[src/rtl/uart_pkg.sv]
// Shared definitions for the UART transmit/receive blocks: FSM state
// encoding, parity mode selectors and the cell-counter width helper.
package uart_pkg;

  // Frame FSM states shared by the transmitter and the future receiver.
  typedef enum logic [2:0] {
    IDLE   = 3'd0,
    START  = 3'd1,
    DATA   = 3'd2,
    PARITY = 3'd3,
    STOP   = 3'd4
  } txState_e;

  // Parity selector values for the PARITY_MODE parameter.
  localparam int unsigned PARITY_NONE = 0;
  localparam int unsigned PARITY_ODD  = 1;
  localparam int unsigned PARITY_EVEN = 2;

  // Width of a counter that runs 0..clksPerBit-1, never narrower than one bit.
  function automatic int unsigned cellCountWidth(input int unsigned clksPerBit);
    return (clksPerBit < 2) ? 1 : $clog2(clksPerBit);
  endfunction

endpackage

[src/rtl/uart_tx_frame_timer.sv]
// Bit-cell timer: counts clock cycles inside one serial bit cell and raises
// a strobe on the last cycle of each cell. Shared with the receive side.
module uart_bit_timer
  import uart_pkg::*;
#(
  parameter int unsigned CLKS_PER_BIT = 87
) (
  input  logic clock,
  input  logic reset_n,
  input  logic run_i,
  output logic tick_o
);

  localparam int unsigned CW = cellCountWidth(CLKS_PER_BIT);
  localparam logic [CW-1:0] LAST_COUNT = CW'(CLKS_PER_BIT - 1);

  logic [CW-1:0] count_q, count_d;

  // Next count: parked at zero while stopped, otherwise wrap on the last cycle.
  always_comb begin
    count_d = count_q;
    if (!run_i) begin
      count_d = '0;
    end else if (count_q == LAST_COUNT) begin
      count_d = '0;
    end else begin
      count_d = count_q + CW'(1);
    end
  end

  // Counter register with synchronous clear.
  always_ff @(posedge clock) begin
    if (!reset_n) begin
      count_q <= '0;
    end else begin
      count_q <= count_d;
    end
  end

  assign tick_o = run_i && (count_q == LAST_COUNT);

endmodule

[src/rtl/uart_tx_frame.sv]
// UART transmitter: one-entry holding register feeding a frame shifter so
// queued characters leave back-to-back. Start, data (LSB first), optional
// parity and 1 or 2 stop cells, each CLKS_PER_BIT clocks long.
module uart_tx_frame
  import uart_pkg::*;
#(
  parameter int unsigned CLKS_PER_BIT = 87,
  parameter int unsigned DATA_BITS    = 8,
  parameter int unsigned PARITY_MODE  = 0,
  parameter int unsigned STOP_BITS    = 1
) (
  input  logic                 clock,
  input  logic                 reset_n,
  input  logic                 has_data,
  input  logic [DATA_BITS-1:0] data_to_send,
  output logic                 tx_ready,
  output logic                 is_transmitting,
  output logic                 sending_bit,
  output logic                 transmission_done
);

  localparam bit         HAS_PARITY = (PARITY_MODE != PARITY_NONE);
  localparam logic       PAR_INVERT = (PARITY_MODE == PARITY_ODD);
  localparam logic [3:0] LAST_BIT   = 4'(DATA_BITS - 1);
  localparam logic       LAST_STOP  = 1'(STOP_BITS - 1);

  txState_e             state_q, state_d;
  logic [DATA_BITS-1:0] hold_q, hold_d;
  logic                 holdValid_q, holdValid_d;
  logic [DATA_BITS-1:0] shift_q, shift_d;
  logic [3:0]           bitIdx_q, bitIdx_d;
  logic                 stopIdx_q, stopIdx_d;
  logic                 parity_q, parity_d;
  logic                 line_q, line_d;
  logic                 busy_q, busy_d;
  logic                 done_q, done_d;
  logic                 drain;
  logic                 cellTick;

  uart_bit_timer #(
    .CLKS_PER_BIT(CLKS_PER_BIT)
  ) u_timer (
    .clock  (clock),
    .reset_n(reset_n),
    .run_i  (state_q != IDLE),
    .tick_o (cellTick)
  );

  // The holding register may refill on the same edge it drains into the shifter.
  assign tx_ready = !holdValid_q || drain;

  // Frame sequencing; loads the shifter and parity from the holding register.
  always_comb begin
    state_d   = state_q;
    shift_d   = shift_q;
    bitIdx_d  = bitIdx_q;
    stopIdx_d = stopIdx_q;
    parity_d  = parity_q;
    done_d    = 1'b0;
    drain     = 1'b0;
    case (state_q)
      IDLE: begin
        if (holdValid_q) begin
          drain    = 1'b1;
          shift_d  = hold_q;
          parity_d = (^hold_q) ^ PAR_INVERT;
          state_d  = START;
        end
      end
      START: begin
        if (cellTick) begin
          bitIdx_d = '0;
          state_d  = DATA;
        end
      end
      DATA: begin
        if (cellTick) begin
          shift_d = shift_q >> 1;
          if (bitIdx_q == LAST_BIT) begin
            stopIdx_d = 1'b0;
            state_d   = HAS_PARITY ? PARITY : STOP;
          end else begin
            bitIdx_d = bitIdx_q + 4'd1;
          end
        end
      end
      PARITY: begin
        if (cellTick) begin
          stopIdx_d = 1'b0;
          state_d   = STOP;
        end
      end
      STOP: begin
        if (cellTick) begin
          if (stopIdx_q == LAST_STOP) begin
            done_d = 1'b1;
            if (holdValid_q) begin
              drain    = 1'b1;
              shift_d  = hold_q;
              parity_d = (^hold_q) ^ PAR_INVERT;
              state_d  = START;
            end else begin
              state_d = IDLE;
            end
          end else begin
            stopIdx_d = 1'b1;
          end
        end
      end
      default: state_d = IDLE;
    endcase
  end

  // Holding register: capture on accept, empty when drained without a refill.
  always_comb begin
    hold_d      = hold_q;
    holdValid_d = holdValid_q;
    if (has_data && tx_ready) begin
      hold_d      = data_to_send;
      holdValid_d = 1'b1;
    end else if (drain) begin
      holdValid_d = 1'b0;
    end
  end

  // Registered line level and busy flag decoded from the upcoming state.
  always_comb begin
    line_d = 1'b1;
    case (state_d)
      START:   line_d = 1'b0;
      DATA:    line_d = shift_d[0];
      PARITY:  line_d = parity_d;
      default: line_d = 1'b1;
    endcase
    busy_d = (state_d != IDLE);
  end

  // State and datapath registers; reset abandons any frame in flight.
  always_ff @(posedge clock) begin
    if (!reset_n) begin
      state_q     <= IDLE;
      hold_q      <= '0;
      holdValid_q <= 1'b0;
      shift_q     <= '0;
      bitIdx_q    <= '0;
      stopIdx_q   <= 1'b0;
      parity_q    <= 1'b0;
      line_q      <= 1'b1;
      busy_q      <= 1'b0;
      done_q      <= 1'b0;
    end else begin
      state_q     <= state_d;
      hold_q      <= hold_d;
      holdValid_q <= holdValid_d;
      shift_q     <= shift_d;
      bitIdx_q    <= bitIdx_d;
      stopIdx_q   <= stopIdx_d;
      parity_q    <= parity_d;
      line_q      <= line_d;
      busy_q      <= busy_d;
      done_q      <= done_d;
    end
  end

  assign sending_bit       = line_q;
  assign is_transmitting   = busy_q;
  assign transmission_done = done_q;

endmodule

[config.mk]
export PLATFORM = sky130hd
export DESIGN_NAME = uart_tx_frame
export DESIGN_NICKNAME = d
export VERILOG_FILES = /design/src/rtl/uart_pkg.sv /design/src/rtl/uart_tx_frame_timer.sv /design/src/rtl/uart_tx_frame.sv
export SDC_FILE = /design/constraint.sdc
export NUM_CORES = 1
export LEC_CHECK = 0
export CAP_MARGIN = 20
export CORE_MARGIN = 4
export CORE_UTILIZATION = 50
export DETAILED_ROUTE_END_ITERATION = 10
export MAX_ROUTING_LAYER = met4
export PLACE_DENSITY = 0.85
export SLEW_MARGIN = 20
export SYNTH_ARGS = -nofsm -noshare
export SYNTH_HDL_FRONTEND = slang
export SYNTH_SLANG_ARGS = --single-unit
[constraint.sdc]
create_clock -name clock -period 1.7 [get_ports clock]
set_clock_uncertainty 0.05 [all_clocks]
set_input_delay 0.17 -clock clock [delete_from_list [all_inputs] [get_ports clock]]
set_output_delay 0.17 -clock clock [all_outputs]
set_load 0.05 [all_outputs]
==> impl_metrics.toml, run 1 <==
[run_status]
status = "finished, violations left"
violations = "negative setup slack"

[detailed_routing]
wirelength_um = 4420
vias = 1581
detail-route-antenna-nets = 0
drt-initial-drc-count = 55
route.detailed.drc = 0
dr.pass1.iters = 4
viasPerCell = 5.73
wire_per_inst_um = 16.0

[floorplan]
dieArea_um2 = 4280
die_h_um = 65.4
pin_count = 15
num_rows = 20
initial_utilization = 0.531
fp.coreArea_um2 = 3100
die_width_um = 65.4

[logic_synthesis]
synth_ff_type = "dfxtp_1"
synth-xor-area-share = 0.0638
synth-compound-area-share = 0.223
ys_types = 49
syn_area_per_cell_um2 = 8.96
synth_edf_count = 0
yosys.area_share.adder = 0.0228
syn_inst = 184
synth_mux_area_frac = 0.0190
ys_warn_count = 0
synth-seq-cells = 35
synth-simple-area-share = 0.201
syn-cell-area_um2 = 1650
synth.net_count = 198
ys_seq_area_frac = 0.425
synth_top_family_by_area = "compound AO/OA/AOI/OAI gates"
async_flop_share = 0

[cells_and_area]
instances_no_fill = 276
layout.nets = 245
layout_common_cells = "30 x dfxtp_1, 30 x buf_4, 17 x a21oi_1"
antenna_cells = 0
final_util = 0.745
fillers = 209
drive_above_1_share = 0.358
syn_to_final_growth_pct = 40.2

[place]
gp_congestion = 0.996
io_buffers = 14
dp_hpwl_um = 2630
dpl.cell_count = 261
dpl_worst_slack_ns = -0.116

[critical_path]
critical_path.endpoint_type = "register"
required_ns = 1.93
crit_type = "reg2reg"
worstPathArrival_ns = 2.19
start_kind = "register"
crit_fanout = 5

[clock_network]
cts_sinks = 35
cts_tree = "done"
hold_buffers = 0
clk_pin_slew_ns = 0.12
clock_latency_ns = 0.35
cts_buffers = 5
clock-root-buffer = "clkbuf_4"
h-tree-depth = 2
clock_path_buffers = 2

[timing]
period_minus_slack_ns = 1.95
finalHoldViolations = 0
setup_viol = 19
rsz0062_at_grt = "yes"
fin_ws_ns = -0.253
tightest_slew_ns = 0.502
slew_violations = 0
finalCritPeriodShare = 1.15
whs_ns = 0.322
fmax_mhz = 512
relSlewSlack = 0.665

[global_routing]
grt_start_max_net_pins = 13
gr-usage-all-layers = 0.209
antenna_found_initial = 0
grt_pass1_wl_um = 6730
grt_pass1_vias = 1525
grt_overflow = 0

[worst_hold_path]
hp-class = "in2reg"

[flow_run]
drv_cap = 0

[pwr]
power.total_mw = 1.72
p_leak_nw = 0.887
ir_drop_mv = 0.813
p_per_area_nw_per_um2 = 746
## metal layers
layer,global-route usage,share of wire,routed length [um]
met2,0.358,0.50,2230
met5,-,0,0
met1,0.240,0.43,1920
met4,0.0622,0.013,57
met3,0.0564,0.048,214
## flip-flops by register name, summed over array words and instances, names as in the netlist, 3 cells and up
signal           cells
hold_q               8
u_timer.count_q      7
state_q              3
shift_q              8
bitIdx_q             4
## power by group
part           switching (mW)  leakage [nW]  total, mW  internal (mW)
Clock                   0.295        0.0452      0.604          0.309
Sequential             0.0246         0.287      0.873          0.848
Combinational           0.135         0.555      0.247          0.111
Total                   0.455         0.887       1.72           1.27
## cell families after synthesis
| kind of cell | count (synthesis) |
|---|---|
| simple gates | 58 |
| fa+ha+maj | 3 |
| buf+inv | 14 |
| xor+xnor | 12 |
| compound gates | 59 |
| flops | 35 |
| mux | 3 |
## through the flow
step / area (um^2) / TNS, ns
final: 2310 / -1.38
after global routing: 2310 / -2.78
after CTS: 2210 / -0.993
after detailed placement: 2030 / -0.418
after global placement: 2030 / -0.276
after floorplan: 1700 / -0.140
## layout make-up
class	instances	area, um^2	area share
inverter	8	32.5	0.0141
timing repair buffer	46	397	0.172
clock inverter	3	43.8	0.0189
tap	44	55.1	0.0238
sequential	35	707	0.306
clock buffer	5	37.5	0.0162
multi-input combinational	135	1040	0.449
## what timing repair did
action | CTS | global route
buffers inserted | 5 | 2
gates resized for setup | 17 | 27
setup endpoints to repair | 9 | 35
pin swaps | 12 | 9
## final timing paths
check / from / end / slack [ns] / cells past startpoint
worst max register to register: u_timer.count_q[0] / bitIdx_q[3] / -0.25 / 8
worst max-delay path: u_timer.count_q[0] / bitIdx_q[3] / -0.25 / 8
worst min-delay path: data_to_send[4] / hold_q[4] / 0.32 / 3
worst min register to register: shift_q[6] / shift_q[6] / 0.44 / 2
## synth_stat cells, types with 2 or more instances
master	count	area, um^2
dfxtp_1	35	701
a21oi_1	20	100
nor2_1	17	63.8
o21ai_0	17	85.1
nand3_1	11	55.1
xnor2_1	8	70.1
a22oi_1	7	52.6
inv_1	6	22.5
nand2_1	4	15.0
xor2_1	4	35.0
and3_1	3	18.8
ha_1	3	37.5
nor3_1	3	15.0
a211o_1	2	17.5
a32o_1	2	20.0
and2_1	2	12.5
clkbuf_1	2	7.51
clkbuf_8	2	27.5
mux2i_1	2	20.0
nand3b_1	2	15.0
nand4b_1	2	17.5
o211ai_1	2	15.0
o22ai_1	2	12.5
## critical path, cell delays in order, from the launching register on
cell and delay [ns]:
dfxtp_2 0.35, inv_2 0.06, ha_4 0.12, and4bb_4 0.27, buf_4 0.13, nand2_4 0.07, a211o_1 0.29, or4_4 0.44
a21oi_2 0.13
(Power assumes the default switching activity.)
==> run 2: changes to the inputs <==
- SETUP_SLACK_MARGIN: not set -> 0.2
==> impl_metrics.toml, run 2 (synthesis gave the netlist of run 1 again) <==
[detailed_routing]
wire_per_inst_um = 17.7
route.detailed.drc = 0
drt-initial-drc-count = 95
wirelength_um = 5140
viasPerCell = 5.72
dr.pass1.iters = 4
vias = 1659
detail-route-antenna-nets = 0

[timing]
whs_ns = 0.341
setup_viol = 25
fmax_mhz = 509
period_minus_slack_ns = 1.97
rsz0062_at_grt = "yes"
fin_setup_tns_ns = -3.37
slew_violations = 0
relSlewSlack = 0.680
tightest_slew_ns = 0.482
finalHoldViolations = 0
fin_ws_ns = -0.265
finalCritPeriodShare = 1.16

[cells_and_area]
drive_above_1_share = 0.484
fillers = 181
layout_commonest_cell = "buf_4"
antenna_cells = 0
syn_to_final_growth_pct = 58.5
layout_common_cells = "37 x buf_4, 31 x dfxtp_1, 14 x a21oi_1, 14 x nor2_1, 10 x clkdlybuf4s50_1"
layout.nets = 259
instances_no_fill = 290
top_regs = "hold_q x8, shift_q x8, u_timer.count_q x7"

[critical_path]
cp_num_buf_inv = 2
crit_type = "reg2reg"
required_ns = 1.91
start_kind = "register"
path_cells = "inv_2 -> ha_4 -> and4bb_4 -> buf_12 -> nand2_4 -> a211o_1 -> or4_1 -> a21oi_1"
worstPathArrival_ns = 2.18
crit_fanout = 4
cp_slowest_stage_delay_ns = 0.41
reg2reg_slack_ns = -0.27
slowest_stage = "or4_1"
reg2reg_to = "bitIdx_q[3]"
critical_path.endpoint_type = "register"
crit_family = "simple AND/OR/NAND/NOR gates"
reg2reg_from = "u_timer.count_q[0]"
ff2ff_path_depth = 8

[place]
dp_hpwl_um = 3140
gp_congestion = 0.923
dpl.cell_count = 270
io_buffers = 14

[floorplan]
num_rows = 20
die_h_um = 65.4
dieArea_um2 = 4280
pin_count = 15
die_width_um = 65.4
fp.coreArea_um2 = 3100
initial_utilization = 0.531

[pwr]
p_comb_frac = 0.154
power.total_mw = 1.91
seq_power_share = 0.459
clockPowerShare = 0.387
p_leak_nw = 0.980
p_sw_frac = 0.241
p_sw_uw = 459
cell_internal_pwr_mw = 1.45
p_per_area_nw_per_um2 = 730
ir_drop_mv = 0.585

[clock_network]
h-tree-depth = 2
clk_pin_slew_ns = 0.12
clock-root-buffer = "clkbuf_4"
cts_tree = "done"
clock_path_buffers = 2
clock_latency_ns = 0.35
cts_sinks = 35
cts_buffers = 5

[worst_hold_path]
hold_path_startpoint = "data_to_send[0]"
holdPathEnd = "hold_q[0]"
whs_path_depth = 3
hp-class = "in2reg"

[flow_run]
drv_cap = 0

[run_status]
status = "finished, violations left"
violations = "negative setup slack"

[global_routing]
use_met3 = 0.0410
grt_start_max_net_pins = 23
grt_pass1_vias = 1658
grt_pass1_wl_um = 7470
grt_overflow = 0
antenna_found_initial = 0
met2_usage = 0.450
gr-usage-all-layers = 0.237
top_usage_layer = "met2"
grtUsageMet1 = 0.237
run 2: changes by cell type in the layout (fill, tap and decap cells not counted), moves of 3 or more:
cell / delta
nand3_2: +7
a21oi_1: -3
o21ai_0: -8
buf_6: +6
a21oi_2: +3
nand3_1: -7
buf_4: +7
buf_12: +3
o21ai_1: +6
run 2: per-stage QoR:
step	area (um^2)	worst slack [ns]	util
floorplan	1780	-0.0680	-
global placement	2200	-0.0715	0.708
detailed placement	2200	-0.155	0.708
CTS	2470	-0.238	0.795
global route	2610	-0.350	0.842
finish	2610	-0.265	0.842
run 2: power by group through the flow:
stage / combinational [mW] / clock [mW] / sequential [mW]
after floorplan: 0.127 / 0 / 0.902
after global placement: 0.225 / 0 / 0.887
after detailed placement: 0.231 / 0 / 0.888
after CTS: 0.259 / 0.746 / 0.871
after global routing: 0.314 / 0.775 / 0.878
final: 0.294 / 0.737 / 0.875
run 2: layout make-up:
class,instances,area [um^2],area share
Multi-Input combinational cell,135,1160,0.445
Sequential cell,35,706,0.270
Timing Repair Buffer,60,552,0.211
Clock inverter,2,60.1,0.0230
Tap cell,44,55.1,0.0211
Clock buffer,6,41.3,0.0158
Inverter,8,35.0,0.0134
run 2: worst reg2reg max path, stage by stage, from the launching register on:
cell and delay, ns:
dfxtp_2 0.34, inv_2 0.07, ha_4 0.12, and4bb_4 0.26, buf_12 0.12, nand2_4 0.07, a211o_1 0.29, or4_1 0.41
a21oi_1 0.17
run 2: worst max-delay path by stage:
stage,start,endpoint,cells past startpoint
2_1_floorplan,bitIdx_q[1],bitIdx_q[3],6
3_3_place_gp,bitIdx_q[1],bitIdx_q[3],6
3_5_place_dp,bitIdx_q[1],bitIdx_q[3],6
4_1_cts,u_timer.count_q[0],tx_ready,7
5_1_grt,u_timer.count_q[0],bitIdx_q[3],8
6_report,u_timer.count_q[0],bitIdx_q[3],8
run 2: repair_timing:
action / 4_1_cts / 5_1_grt
buffers inserted: 7 / 5
hold buffers: 0 / 0
resized for setup: 25 / 39
pin swaps: 13 / 21
setup endpoints to repair: 32 / 36
hold endpoints to repair: 0 / 0
run 2: layer usage:
metal,routed length (um),up-vias
li1,-,791
met1,1910,810
met2,2920,43
met3,162,15
met4,148,0
met5,0,-
==> run 3: changes to the inputs <==
- CELL_PAD_IN_SITES_DETAIL_PLACEMENT: not set -> 1
- CELL_PAD_IN_SITES_GLOBAL_PLACEMENT: not set -> 1
- CORE_UTILIZATION: 50 -> 46
- PLACE_DENSITY: 0.85 -> 0.94
- clock period: 1.7 -> 2.4 ns (I/O delays scaled with it)
==> impl_metrics.toml, run 3 (synthesis gave the netlist of run 1 again) <==
[cells_and_area]
regArea_um2 = 702
multi_input_area_um2 = 888
antenna_cells = 0
layout_commonest_cell = "dfxtp_1"
syn_to_final_growth_pct = 15.4
layout_common_cells = "34 x dfxtp_1, 20 x a21oi_1, 17 x nor2_1, 17 x o21ai_0, 13 x clkdlybuf4s50_1"
instances_no_fill = 249
top_regs = "hold_q x8, shift_q x8, u_timer.count_q x7"
drive_above_1_share = 0.113
layout.nets = 216
fillers = 411

[critical_path]
reg2reg_from = "bitIdx_q[0]"
reg2reg_slack_ns = 0.32
crit_type = "reg2out"
required_ns = 2.11
critical_path.endpoint_type = "primary output"
worstPathArrival_ns = 1.85
path_cells = "inv_1 -> ha_1 -> and4bb_4 -> a21o_4 -> a21boi_4 -> inv_4 -> buf_6"
cp_slowest_stage_delay_ns = 0.35
start_kind = "register"
reg2reg_to = "bitIdx_q[3]"
cp_num_buf_inv = 3
slowest_stage = "dfxtp_2"
ff2ff_path_depth = 6
crit_fanout = 10
crit_family = "compound AO/OA/AOI/OAI gates"

[clock_network]
cts_tree = "done"
clock_path_buffers = 2
cts_sinks = 35
cts_buffers = 5
clock-root-buffer = "clkbuf_4"
clk_pin_slew_ns = 0.11
clock_latency_ns = 0.34
h-tree-depth = 2

[worst_hold_path]
hold_path_startpoint = "data_to_send[7]"
hp-class = "in2reg"
holdPathEnd = "hold_q[7]"
whs_path_depth = 3

[detailed_routing]
vias = 1477
dr.pass1.iters = 4
detail-route-antenna-nets = 0
viasPerCell = 5.93
drt-initial-drc-count = 147
wire_per_inst_um = 17.2
wirelength_um = 4290
route.detailed.drc = 0

[floorplan]
initial_utilization = 0.486
dieArea_um2 = 4600
die_h_um = 67.9
pin_count = 15
fp.coreArea_um2 = 3390
die_width_um = 67.9
num_rows = 21

[flow_run]
drv_cap = 0

[pwr]
p_leak_nw = 0.667
ir_drop_mv = 0.302
p_per_area_nw_per_um2 = 564

[global_routing]
gr-usage-all-layers = 0.226
grt_overflow = 0
grt_pass1_wl_um = 7560
grt_pass1_vias = 1562
antenna_found_initial = 0
grt_start_max_net_pins = 19

[place]
io_buffers = 14
dp_hpwl_um = 3310
gp_congestion = 0.902
dpl.cell_count = 239

[timing]
slew_violations = 0
period_minus_slack_ns = 2.14
fmax_mhz = 468
tightest_slew_ns = 0.575
relSlewSlack = 0.615
fin_setup_tns_ns = 0
finalHoldViolations = 0
rsz0062_at_grt = "no"
setup_viol = 0
finalCritPeriodShare = 0.890

[run_status]
status = "complete, no violations"
-- run 3: worst max-delay path by stage --
stage	start	to	slack, ns	cells after the start
3_5_place_dp	u_timer.count_q[0]	tx_ready	0.28	7
5_1_grt	u_timer.count_q[0]	tx_ready	0.20	7
2_1_floorplan	bitIdx_q[0]	bitIdx_q[3]	0.51	6
6_report	u_timer.count_q[0]	tx_ready	0.26	7
3_3_place_gp	u_timer.count_q[0]	tx_ready	0.40	7
4_1_cts	u_timer.count_q[0]	tx_ready	0.22	7
-- run 3: cell type report --
class                           instances  share of cell area
Clock buffer                            5              0.0197
Timing Repair Buffer                   17              0.0862
Tap cell                               46              0.0303
Inverter                                8              0.0171
Multi-Input combinational cell        135               0.467
Sequential cell                        35               0.369
Clock inverter                          3              0.0105
-- run 3: metal layers --
metal / vias up / GRT usage / wire [um]
met2: 33 / 0.362 / 2120
met1: 730 / 0.276 / 1930
met5: - / - / 0
met3: 9 / 0.0558 / 160
li1: 705 / - / -
met4: 0 / 0.0819 / 77
-- run 3: what timing repair did --
item,4_1_cts,5_1_grt
hold buffers,0,0
buffers inserted,2,0
resized for setup,2,4
pin swaps,1,1
endpoints found under the setup margin,1,3
-- run 3: report_power, final --
group | internal, mW | total, mW | switching (mW)
sequential | 0.601 | 0.620 | 0.0195
combinational | 0.0597 | 0.135 | 0.0752
clock | 0.112 | 0.317 | 0.206
-- run 3: worst reg2reg max path, stage by stage (launching register included) --
cell      delay (ns)
dfxtp_1         0.35
ha_1            0.23
and3b_1         0.18
nand3b_1        0.18
a211o_1         0.36
or4_1           0.51
a21oi_1         0.14
-- run 3: per-stage QoR --
step	cell area [um^2]	utilization	total power [mW]	setup slack (ns)	hold WS, ns
floorplan	1650	-	0.715	0.506	0.326
global placement	1810	0.533	0.753	0.396	0.388
detailed placement	1810	0.533	0.764	0.280	0.420
CTS	1890	0.557	1.08	0.221	0.395
global route	1900	0.561	1.12	0.198	0.422
finish	1900	0.561	1.07	0.265	0.407
